File: src/rtl/instr_compressor.sv
// Instruction compressor: splits an RV32 word into three fields, searches the
// loadable field dictionaries one index per cycle and emits a key word on a full hit.
module instr_compressor #(
  parameter int unsigned FIELD1_VAL_WIDTH = 7,
  parameter int unsigned FIELD2_VAL_WIDTH = 10,
  parameter int unsigned FIELD3_VAL_WIDTH = 15,
  parameter int unsigned FIELD1_KEY_WIDTH = 3,
  parameter int unsigned FIELD2_KEY_WIDTH = 5,
  parameter int unsigned FIELD3_KEY_WIDTH = 8
) (
  input  logic                                                        clk,
  input  logic                                                        reset,
  input  logic                                                        dict_clear,
  input  logic                                                        dict1_write_enable,
  input  logic [FIELD1_VAL_WIDTH-1:0]                                 dict1_write_val,
  input  logic                                                        dict2_write_enable,
  input  logic [FIELD2_VAL_WIDTH-1:0]                                 dict2_write_val,
  input  logic                                                        dict3_write_enable,
  input  logic [FIELD3_VAL_WIDTH-1:0]                                 dict3_write_val,
  input  logic                                                        in_valid,
  output logic                                                        in_ready,
  input  logic [31:0]                                                 in_instr,
  output logic                                                        out_valid,
  input  logic                                                        out_ready,
  output logic                                                        out_compressed,
  output logic [FIELD1_KEY_WIDTH+FIELD2_KEY_WIDTH+FIELD3_KEY_WIDTH-1:0] out_key,
  output logic [31:0]                                                 out_instr,
  output logic [31:0]                                                 stat_total,
  output logic [31:0]                                                 stat_compressed
);

  localparam int unsigned INSTR_W = 32;
  localparam int unsigned STAT_W  = 32;
  localparam int unsigned K1      = FIELD1_KEY_WIDTH;
  localparam int unsigned K2      = FIELD2_KEY_WIDTH;
  localparam int unsigned K3      = FIELD3_KEY_WIDTH;
  localparam int unsigned KEY_W   = K1 + K2 + K3;
  localparam int unsigned DEPTH1  = 1 << K1;
  localparam int unsigned DEPTH2  = 1 << K2;
  localparam int unsigned DEPTH3  = 1 << K3;
  localparam int unsigned CNT1_W  = K1 + 1;
  localparam int unsigned CNT2_W  = K2 + 1;
  localparam int unsigned CNT3_W  = K3 + 1;
  localparam int unsigned KMAX    = (K1 > K2) ? ((K1 > K3) ? K1 : K3) : ((K2 > K3) ? K2 : K3);
  localparam int unsigned IDX_W   = KMAX + 1;

  typedef enum logic [1:0] {ST_IDLE, ST_SEARCH, ST_DONE} state_e;

  logic [FIELD1_VAL_WIDTH-1:0] dict1_q [DEPTH1];
  logic [FIELD2_VAL_WIDTH-1:0] dict2_q [DEPTH2];
  logic [FIELD3_VAL_WIDTH-1:0] dict3_q [DEPTH3];
  logic [CNT1_W-1:0]           cnt1_q;
  logic [CNT2_W-1:0]           cnt2_q;
  logic [CNT3_W-1:0]           cnt3_q;

  state_e               state_q, state_d;
  logic [INSTR_W-1:0]   instr_q, instr_d;
  logic [IDX_W-1:0]     idx_q, idx_d;
  logic [2:0]           found_q, found_d;
  logic [2:0]           res_q, res_d;
  logic [K1-1:0]        key1_q, key1_d;
  logic [K2-1:0]        key2_q, key2_d;
  logic [K3-1:0]        key3_q, key3_d;
  logic                 in_ready_q, in_ready_d;
  logic                 out_valid_q, out_valid_d;
  logic                 out_comp_q, out_comp_d;
  logic [KEY_W-1:0]     out_key_q, out_key_d;
  logic [INSTR_W-1:0]   out_instr_q, out_instr_d;
  logic [STAT_W-1:0]    stat_total_q, stat_total_d;
  logic [STAT_W-1:0]    stat_comp_q, stat_comp_d;

  logic                        wr_ok;
  logic [FIELD1_VAL_WIDTH-1:0] fld1;
  logic [FIELD2_VAL_WIDTH-1:0] fld2;
  logic [FIELD3_VAL_WIDTH-1:0] fld3;

  assign wr_ok = (state_q == ST_IDLE);
  assign fld1  = instr_q[INSTR_W-1 -: FIELD1_VAL_WIDTH];
  assign fld2  = instr_q[FIELD3_VAL_WIDTH +: FIELD2_VAL_WIDTH];
  assign fld3  = instr_q[FIELD3_VAL_WIDTH-1:0];

  // Dictionary storage: append-only, saturating, untouched by reset
  always_ff @(posedge clk) begin
    if (dict_clear) begin
      cnt1_q <= '0;
      cnt2_q <= '0;
      cnt3_q <= '0;
    end else if (wr_ok) begin
      if (dict1_write_enable && (cnt1_q < CNT1_W'(DEPTH1))) begin
        dict1_q[cnt1_q[K1-1:0]] <= dict1_write_val;
        cnt1_q                  <= cnt1_q + CNT1_W'(1);
      end
      if (dict2_write_enable && (cnt2_q < CNT2_W'(DEPTH2))) begin
        dict2_q[cnt2_q[K2-1:0]] <= dict2_write_val;
        cnt2_q                  <= cnt2_q + CNT2_W'(1);
      end
      if (dict3_write_enable && (cnt3_q < CNT3_W'(DEPTH3))) begin
        dict3_q[cnt3_q[K3-1:0]] <= dict3_write_val;
        cnt3_q                  <= cnt3_q + CNT3_W'(1);
      end
    end
  end

  // Control and result registers
  always_ff @(posedge clk) begin
    if (reset) begin
      state_q      <= ST_IDLE;
      instr_q      <= '0;
      idx_q        <= '0;
      found_q      <= '0;
      res_q        <= '0;
      key1_q       <= '0;
      key2_q       <= '0;
      key3_q       <= '0;
      in_ready_q   <= 1'b1;
      out_valid_q  <= 1'b0;
      out_comp_q   <= 1'b0;
      out_key_q    <= '0;
      out_instr_q  <= '0;
      stat_total_q <= '0;
      stat_comp_q  <= '0;
    end else begin
      state_q      <= state_d;
      instr_q      <= instr_d;
      idx_q        <= idx_d;
      found_q      <= found_d;
      res_q        <= res_d;
      key1_q       <= key1_d;
      key2_q       <= key2_d;
      key3_q       <= key3_d;
      in_ready_q   <= in_ready_d;
      out_valid_q  <= out_valid_d;
      out_comp_q   <= out_comp_d;
      out_key_q    <= out_key_d;
      out_instr_q  <= out_instr_d;
      stat_total_q <= stat_total_d;
      stat_comp_q  <= stat_comp_d;
    end
  end

  // Next-state: one dictionary index compared per SEARCH cycle
  always_comb begin
    state_d      = state_q;
    instr_d      = instr_q;
    idx_d        = idx_q;
    found_d      = found_q;
    res_d        = res_q;
    key1_d       = key1_q;
    key2_d       = key2_q;
    key3_d       = key3_q;
    out_valid_d  = out_valid_q;
    out_comp_d   = out_comp_q;
    out_key_d    = out_key_q;
    out_instr_d  = out_instr_q;
    stat_total_d = stat_total_q;
    stat_comp_d  = stat_comp_q;

    case (state_q)
      ST_IDLE: begin
        if (in_valid && in_ready_q) begin
          state_d = ST_SEARCH;
          instr_d = in_instr;
          idx_d   = '0;
          found_d = '0;
          res_d   = '0;
        end
      end
      ST_SEARCH: begin
        if (!res_q[0]) begin
          if (cnt1_q == '0 || idx_q >= IDX_W'(cnt1_q)) begin
            res_d[0] = 1'b1;
          end else if (dict1_q[idx_q[K1-1:0]] == fld1) begin
            found_d[0] = 1'b1;
            res_d[0]   = 1'b1;
            key1_d     = idx_q[K1-1:0];
          end else if ((idx_q + IDX_W'(1)) == IDX_W'(cnt1_q)) begin
            res_d[0] = 1'b1;
          end
        end
        if (!res_q[1]) begin
          if (cnt2_q == '0 || idx_q >= IDX_W'(cnt2_q)) begin
            res_d[1] = 1'b1;
          end else if (dict2_q[idx_q[K2-1:0]] == fld2) begin
            found_d[1] = 1'b1;
            res_d[1]   = 1'b1;
            key2_d     = idx_q[K2-1:0];
          end else if ((idx_q + IDX_W'(1)) == IDX_W'(cnt2_q)) begin
            res_d[1] = 1'b1;
          end
        end
        if (!res_q[2]) begin
          if (cnt3_q == '0 || idx_q >= IDX_W'(cnt3_q)) begin
            res_d[2] = 1'b1;
          end else if (dict3_q[idx_q[K3-1:0]] == fld3) begin
            found_d[2] = 1'b1;
            res_d[2]   = 1'b1;
            key3_d     = idx_q[K3-1:0];
          end else if ((idx_q + IDX_W'(1)) == IDX_W'(cnt3_q)) begin
            res_d[2] = 1'b1;
          end
        end
        if (&res_d) begin
          state_d     = ST_DONE;
          out_valid_d = 1'b1;
          out_comp_d  = &found_d;
          out_key_d   = (&found_d) ? {key1_d, key2_d, key3_d} : '0;
          out_instr_d = instr_q;
        end else begin
          idx_d = idx_q + IDX_W'(1);
        end
      end
      ST_DONE: begin
        if (out_ready) begin
          state_d      = ST_IDLE;
          out_valid_d  = 1'b0;
          stat_total_d = stat_total_q + STAT_W'(1);
          stat_comp_d  = stat_comp_q + STAT_W'(out_comp_q);
        end
      end
      default: state_d = ST_IDLE;
    endcase

    in_ready_d = (state_d == ST_IDLE);
  end

  assign in_ready        = in_ready_q;
  assign out_valid       = out_valid_q;
  assign out_compressed  = out_comp_q;
  assign out_key         = out_key_q;
  assign out_instr       = out_instr_q;
  assign stat_total      = stat_total_q;
  assign stat_compressed = stat_comp_q;

endmodule

File: config.mk
export PLATFORM = sky130hd
export DESIGN_NAME = instr_compressor
export DESIGN_NICKNAME = d
export VERILOG_FILES = /design/src/rtl/instr_compressor.sv
export SDC_FILE = /design/constraint.sdc
export NUM_CORES = 2
export LEC_CHECK = 0
export ABC_CLOCK_PERIOD_IN_PS = 4800
export BUFFER_PORTS_ARGS = -buffer_cell sky130_fd_sc_hd__buf_2
export CORE_MARGIN = 1.5
export CORE_UTILIZATION = 45
export CTS_BUF_LIST = sky130_fd_sc_hd__clkbuf_16
export CTS_CLUSTER_DIAMETER = 200
export DETAILED_ROUTE_END_ITERATION = 8
export PLACE_DENSITY = 0.69
export SYNTH_ARGS = -nofsm -noshare
export SYNTH_HDL_FRONTEND = slang
export SYNTH_MEMORY_MAX_BITS = 65536
export SYNTH_SLANG_ARGS = --single-unit
export TNS_END_PERCENT = 20
File: constraint.sdc
create_clock -name clk -period 4.8 [get_ports clk]
set_input_delay 0.24 -clock clk [delete_from_list [all_inputs] [get_ports clk]]
set_output_delay 0.24 -clock clk [all_outputs]
set_load 0.02 [all_outputs]
[Word level (Yosys, flattened, before mapping)]
Memory sizes are Yosys's and may differ from the RTL's. A register that Yosys moved wholly into a read port is not among the register bits.
Index checks and enable logic that the tools add are counted.
Cells by class
  add/subtract/negate cells: 6
  $lt $le $gt $ge: 6
  equal/unequal tests: 12
  multiplexer cells: 68
  reduce and logical (&&, ||, !) cells: 25
Operator list (count)
  1-bit 2-to-1 mux: 41
  8-bit 2-to-1 mux: 5
  32-bit by 1-bit adder with 32-bit output: 1
  32-bit by 1-bit adder with 32-bit output (second input constant): 1
  5-bit 2-to-1 mux: 5
  9-bit by 1-bit adder with 9-bit output (second input constant): 2
  3-bit 2-to-1 mux: 6
  9-bit 2-to-1 mux: 2
  9-bit one-hot mux with 2 select lines: 1
  16-bit 2-to-1 mux: 1
  15-bit == test: 1
  3-bit one-hot mux with 2 select lines: 2
  2-bit AND reduction: 6
  3-bit AND reduction: 4
  10-bit == test: 1
  9-bit by 4-bit == test with 1-bit output: 1
  9-bit by 6-bit == test with 1-bit output: 1
  9-bit == test: 1
  9-bit by 4-bit >= comparator with 1-bit output: 1
  9-bit by 6-bit >= comparator with 1-bit output: 1
  9-bit >= comparator: 1
  9-bit logical NOT: 1
  9-bit less-than comparator (second input constant): 1
  7-bit == test: 1
  other kinds (18): 29
Storage, ports and cells
  register bits: 199
  RAM bits: 4216
  input port bits: 72
  word-level logic and storage cells: 138
  memories: 3
Memories
  dict3_q: depth 256, width 15, read ports 1, clocked after Yosys merged registers in 1, wr ports 1, line 51  | logic [FIELD3_VAL_WIDTH-1:0] dict3_q [DEPTH3];
  dict2_q: depth 32, width 10, read ports 1, clocked after Yosys merged registers in 1, wr ports 1, line 50  | logic [FIELD2_VAL_WIDTH-1:0] dict2_q [DEPTH2];
  dict1_q: depth 8, width 7, read ports 1, clocked after Yosys merged registers in 1, wr ports 1, line 49  | logic [FIELD1_VAL_WIDTH-1:0] dict1_q [DEPTH1];

[Logic depth before layout (Yosys ltp)]
  word-level depth: 12
  depth in mapped cells: 21

[Worst setup path before layout]
OpenSTA, ideal clock, no wires.
  path kind: reg2reg
  from: register with a tool-made name
  to: register out_key_q[6] (netlist: out_key[6])
  data arrival time: 4.101 ns
  required time: 4.683 ns
  slack: 0.582 ns
  stages on the path, launching flop included: 18
  cell sequence: dfxtp_1 -> buf_2 -> buf_2 -> buf_2 -> buf_2 -> clkbuf_1 -> mux4_2 -> a22oi_1 -> nand4_1 -> or4_1 -> nand4_1 -> xnor2_1 -> nor4_1 -> and4_1 -> buf_6 -> buf_6 -> mux2_2 -> a32o_1
RTL lines
  end signal, assigned: line 134  | out_key_q <= out_key_d;
  end, declared: line 67  | logic [KEY_W-1:0] out_key_q, out_key_d;

==> reports/metrics.cfg <==
[floorplan]
io_pins=187
initial_core_util_pct=45.3
die-area_um2=386000
fp.dieW_um=621
die_h_um=621
coreArea_um2=379000
rows=226

[timing]
hold_viol=0
period_share_pct=104
drv_slew=67
worst_slew_pin_slew_ps=1590
skew_ps=108
setup_violations=70
rsz0062_at_grt=yes
setup_slack_ps=-186
finalSetupTns_ps=-7530
final.min_clock_period_ps=4990
maxSlewHeadroom_pct=-5.74
fmax_ghz=0.201

[routing]
drc=0
detail_route.wl_per_cell_um=32.2
routed_wl_um=490000
dr.pass1.iters=8
drtAntennaViolNets=0
routed-via-count=93900
viasPerCell=6.17
drtIter0Drc=14100

[final_layout]
fin_util_pct=53.5
fin_nets=9956
fin_area_um2=203000
multi_input_area_um2=39400
final_common_cell=edfxtp_1
stdcell_count=15200
syn2layout_area_growth_pct=18.0
regArea_um2=131000
drive_gt1_share_pct=30.6
layout_common_cells=4216 x edfxtp_1, 946 x buf_4, 928 x mux4_2
fill_cells=28600

[hold_path]
min_path_type=primary input to register

[power_and_ir_drop]
ir_drop_uv=307
power_w=0.0773
p_per_area_nw_per_um2=381
p_leak_nw=64.1

[synthesis]
synthAdderAreaFrac_pct=0.240
yosys_most_used_dff=edfxtp_1
synth_compound_area_share_pct=3.41
synth-seq-cells=4423
yosysSeqAreaShare_pct=76.1
postSynthCellCount=8496
synthesis.area_um2=172000
synth_edf_count=4216
synth-simple-area-share_pct=3.12
synth_top_cell_by_area=edfxtp_1
ys_async_sr_fraction_pct=0
synth.mux.area_fraction_pct=14.9
synth_cell_types=82
avgSynthCellArea_um2=20.2
yosysWarnings=0
synth_top_area_share_pct=73.6
synthesis.nets=8601
synth.area.top_cells=edfxtp_1 74%, mux4_2 12%, mux2i_1 2.5%
synth_top_family_by_area=multiplexers
synth_xor_area_share_pct=0.520

[clock_network]
path_clk_slew_ps=60
cts_buffer_depth=4
cts_sinks=4423
clk_latency_ps=1000
cts-root-buf=clkbuf_16
cts_tree=built
cts_buffers=427
h-tree-depth=5

[grt]
grt-ovfl-total=0
grt_pass1_vias=92600
antenna_found_initial=33
track_usage_pct=24.8
grt_max_degree=169
grt_pass1_wl_um=689000

[placed_design]
place_area_um2=185000
post-dp-hpwl_um=310000
port_buffers=186
gp_congestion=0.991
placed_cells=14200

[status]
failed_checks=slew limit, setup timing
outcome=finished with violations

[job]
maxCapViolCount=0

[worst_setup_path]
crit_required_ps=5740
path_max_fanout=18
path_class=register to register
critPathCaptureType=register
arrival_ps=5920
cp-start-kind=register

## metal layers
layer	global-route usage [%]	share of wire (%)
met2	38.5	46
met3	5.90	12
met1	33.4	37
met4	11.0	5.2
met5	0	0.024
## synth_stat cells (all sizes together), types with 6 or more instances
| master | n |
|---|---|
| a211oi | 27 |
| a221oi | 17 |
| a31oi | 33 |
| xnor2 | 44 |
| nor2b | 31 |
| nand3b | 6 |
| mux2 | 35 |
| mux2i | 434 |
| nor4 | 21 |
| o22ai | 53 |
| nand3 | 175 |
| or2 | 18 |
| mux4 | 928 |
| inv | 31 |
| nor3 | 39 |
| nand2 | 221 |
| edfxtp | 4216 |
| nor2 | 452 |
| a21o | 17 |
| o211ai | 32 |
| or3 | 16 |
| a22o | 34 |
| clkbuf | 210 |
| o311ai | 6 |
| o21ai | 73 |
| a22oi | 268 |
| o221ai | 17 |
| ha | 33 |
| o31ai | 6 |
| a32o | 17 |
| and4 | 15 |
| dfxtp | 207 |
| nand4 | 52 |
| nand2b | 16 |
| and3 | 26 |
| and2 | 16 |
| a21oi | 216 |
| or3b | 7 |
| xor2 | 58 |
| or4 | 11 |
| buf | 292 |
## area by class of cell
type	count	share of cell area, %
Clock inverter	350	1.28
Clock buffer	432	5.33
Antenna cell	13	0.0160
Tap cell	5016	3.09
Timing Repair Buffer	1426	6.36
Multi-Input combinational cell	3539	19.4
Sequential cell	4423	64.5
Inverter	34	0.0641
## cell families after synthesis
logic type               after synthesis
XOR/XNOR                             102
AO/OA/AOI/OAI                        862
multiplexers                        1397
adder cells (fa/ha/maj)               33
buffers and inverters                536
AND/OR/NAND/NOR                     1143
flip-flops                          4423
## state kept, by name (all words and copies together), names as in the netlist, named ones only
signal	count
cnt1_q	4
cnt2_q	6
cnt3_q	9
dict1_q	56
dict2_q	320
dict3_q	3840
found_q	3
idx_q	9
in_ready	1
instr_q	32
key1_q	3
key2_q	5
key3_q	8
out_compressed	1
out_instr	32
out_key	16
out_valid	1
res_q	3
stat_compressed	32
stat_total	32
state_q	2
## through the flow
step / hold WS [ps] / worst slack, ps
finish: 14.8 / -186
global route: 53.0 / -165
CTS: 2.76 / -30.2
detailed placement: 463 / -1580
global placement: 457 / -1560
floorplan: 339 / 582
## critical path, cell delays in order, from the launching register on
cell and delay [ps]:
dfxtp_4 370, buf_8 150, buf_16 170, buf_12 150
buf_16 160, buf_4 150, mux4_2 330, a22oi_1 70
a21oi_1 780, o22ai_2 220, o31a_1 300, or4b_4 580
nor4_4 240, buf_4 160, and4_4 300, buf_12 160
buf_4 140, o2111a_2 310, a32o_1 150
## final timing paths
| kind | slack [ps] | cells after the start | to | startpoint |
|---|---|---|---|---|
| hold / removal | 10 | 1 | dict3_q[98][5] | dict3_write_val[5] |
| hold reg to reg | 470 | 2 | res_q[0] | res_q[0] |
| setup / recovery | -190 | 18 | out_key[6] | register |
| setup reg to reg | -190 | 18 | out_key[6] | register |
## timing repair
action                                 CTS  global route
cloned                                  10             8
endpoints found under the hold margin  942             0
hold buffers                            89             0
buffers inserted                        71            56
gates resized for setup                199           152
setup endpoints to repair               80            79
pin swaps                               35            37
## report_power, final
group	total, W	leakage [nW]	internal [W]	switching, W
combinational	0.00253	17.7	0.000904	0.00163
clock	0.0323	6.91	0.0178	0.0145
sequential	0.0425	39.6	0.0423	0.000140
total	0.0773	64.1	0.0610	0.0163
Power figures use the tool's default switching activity.
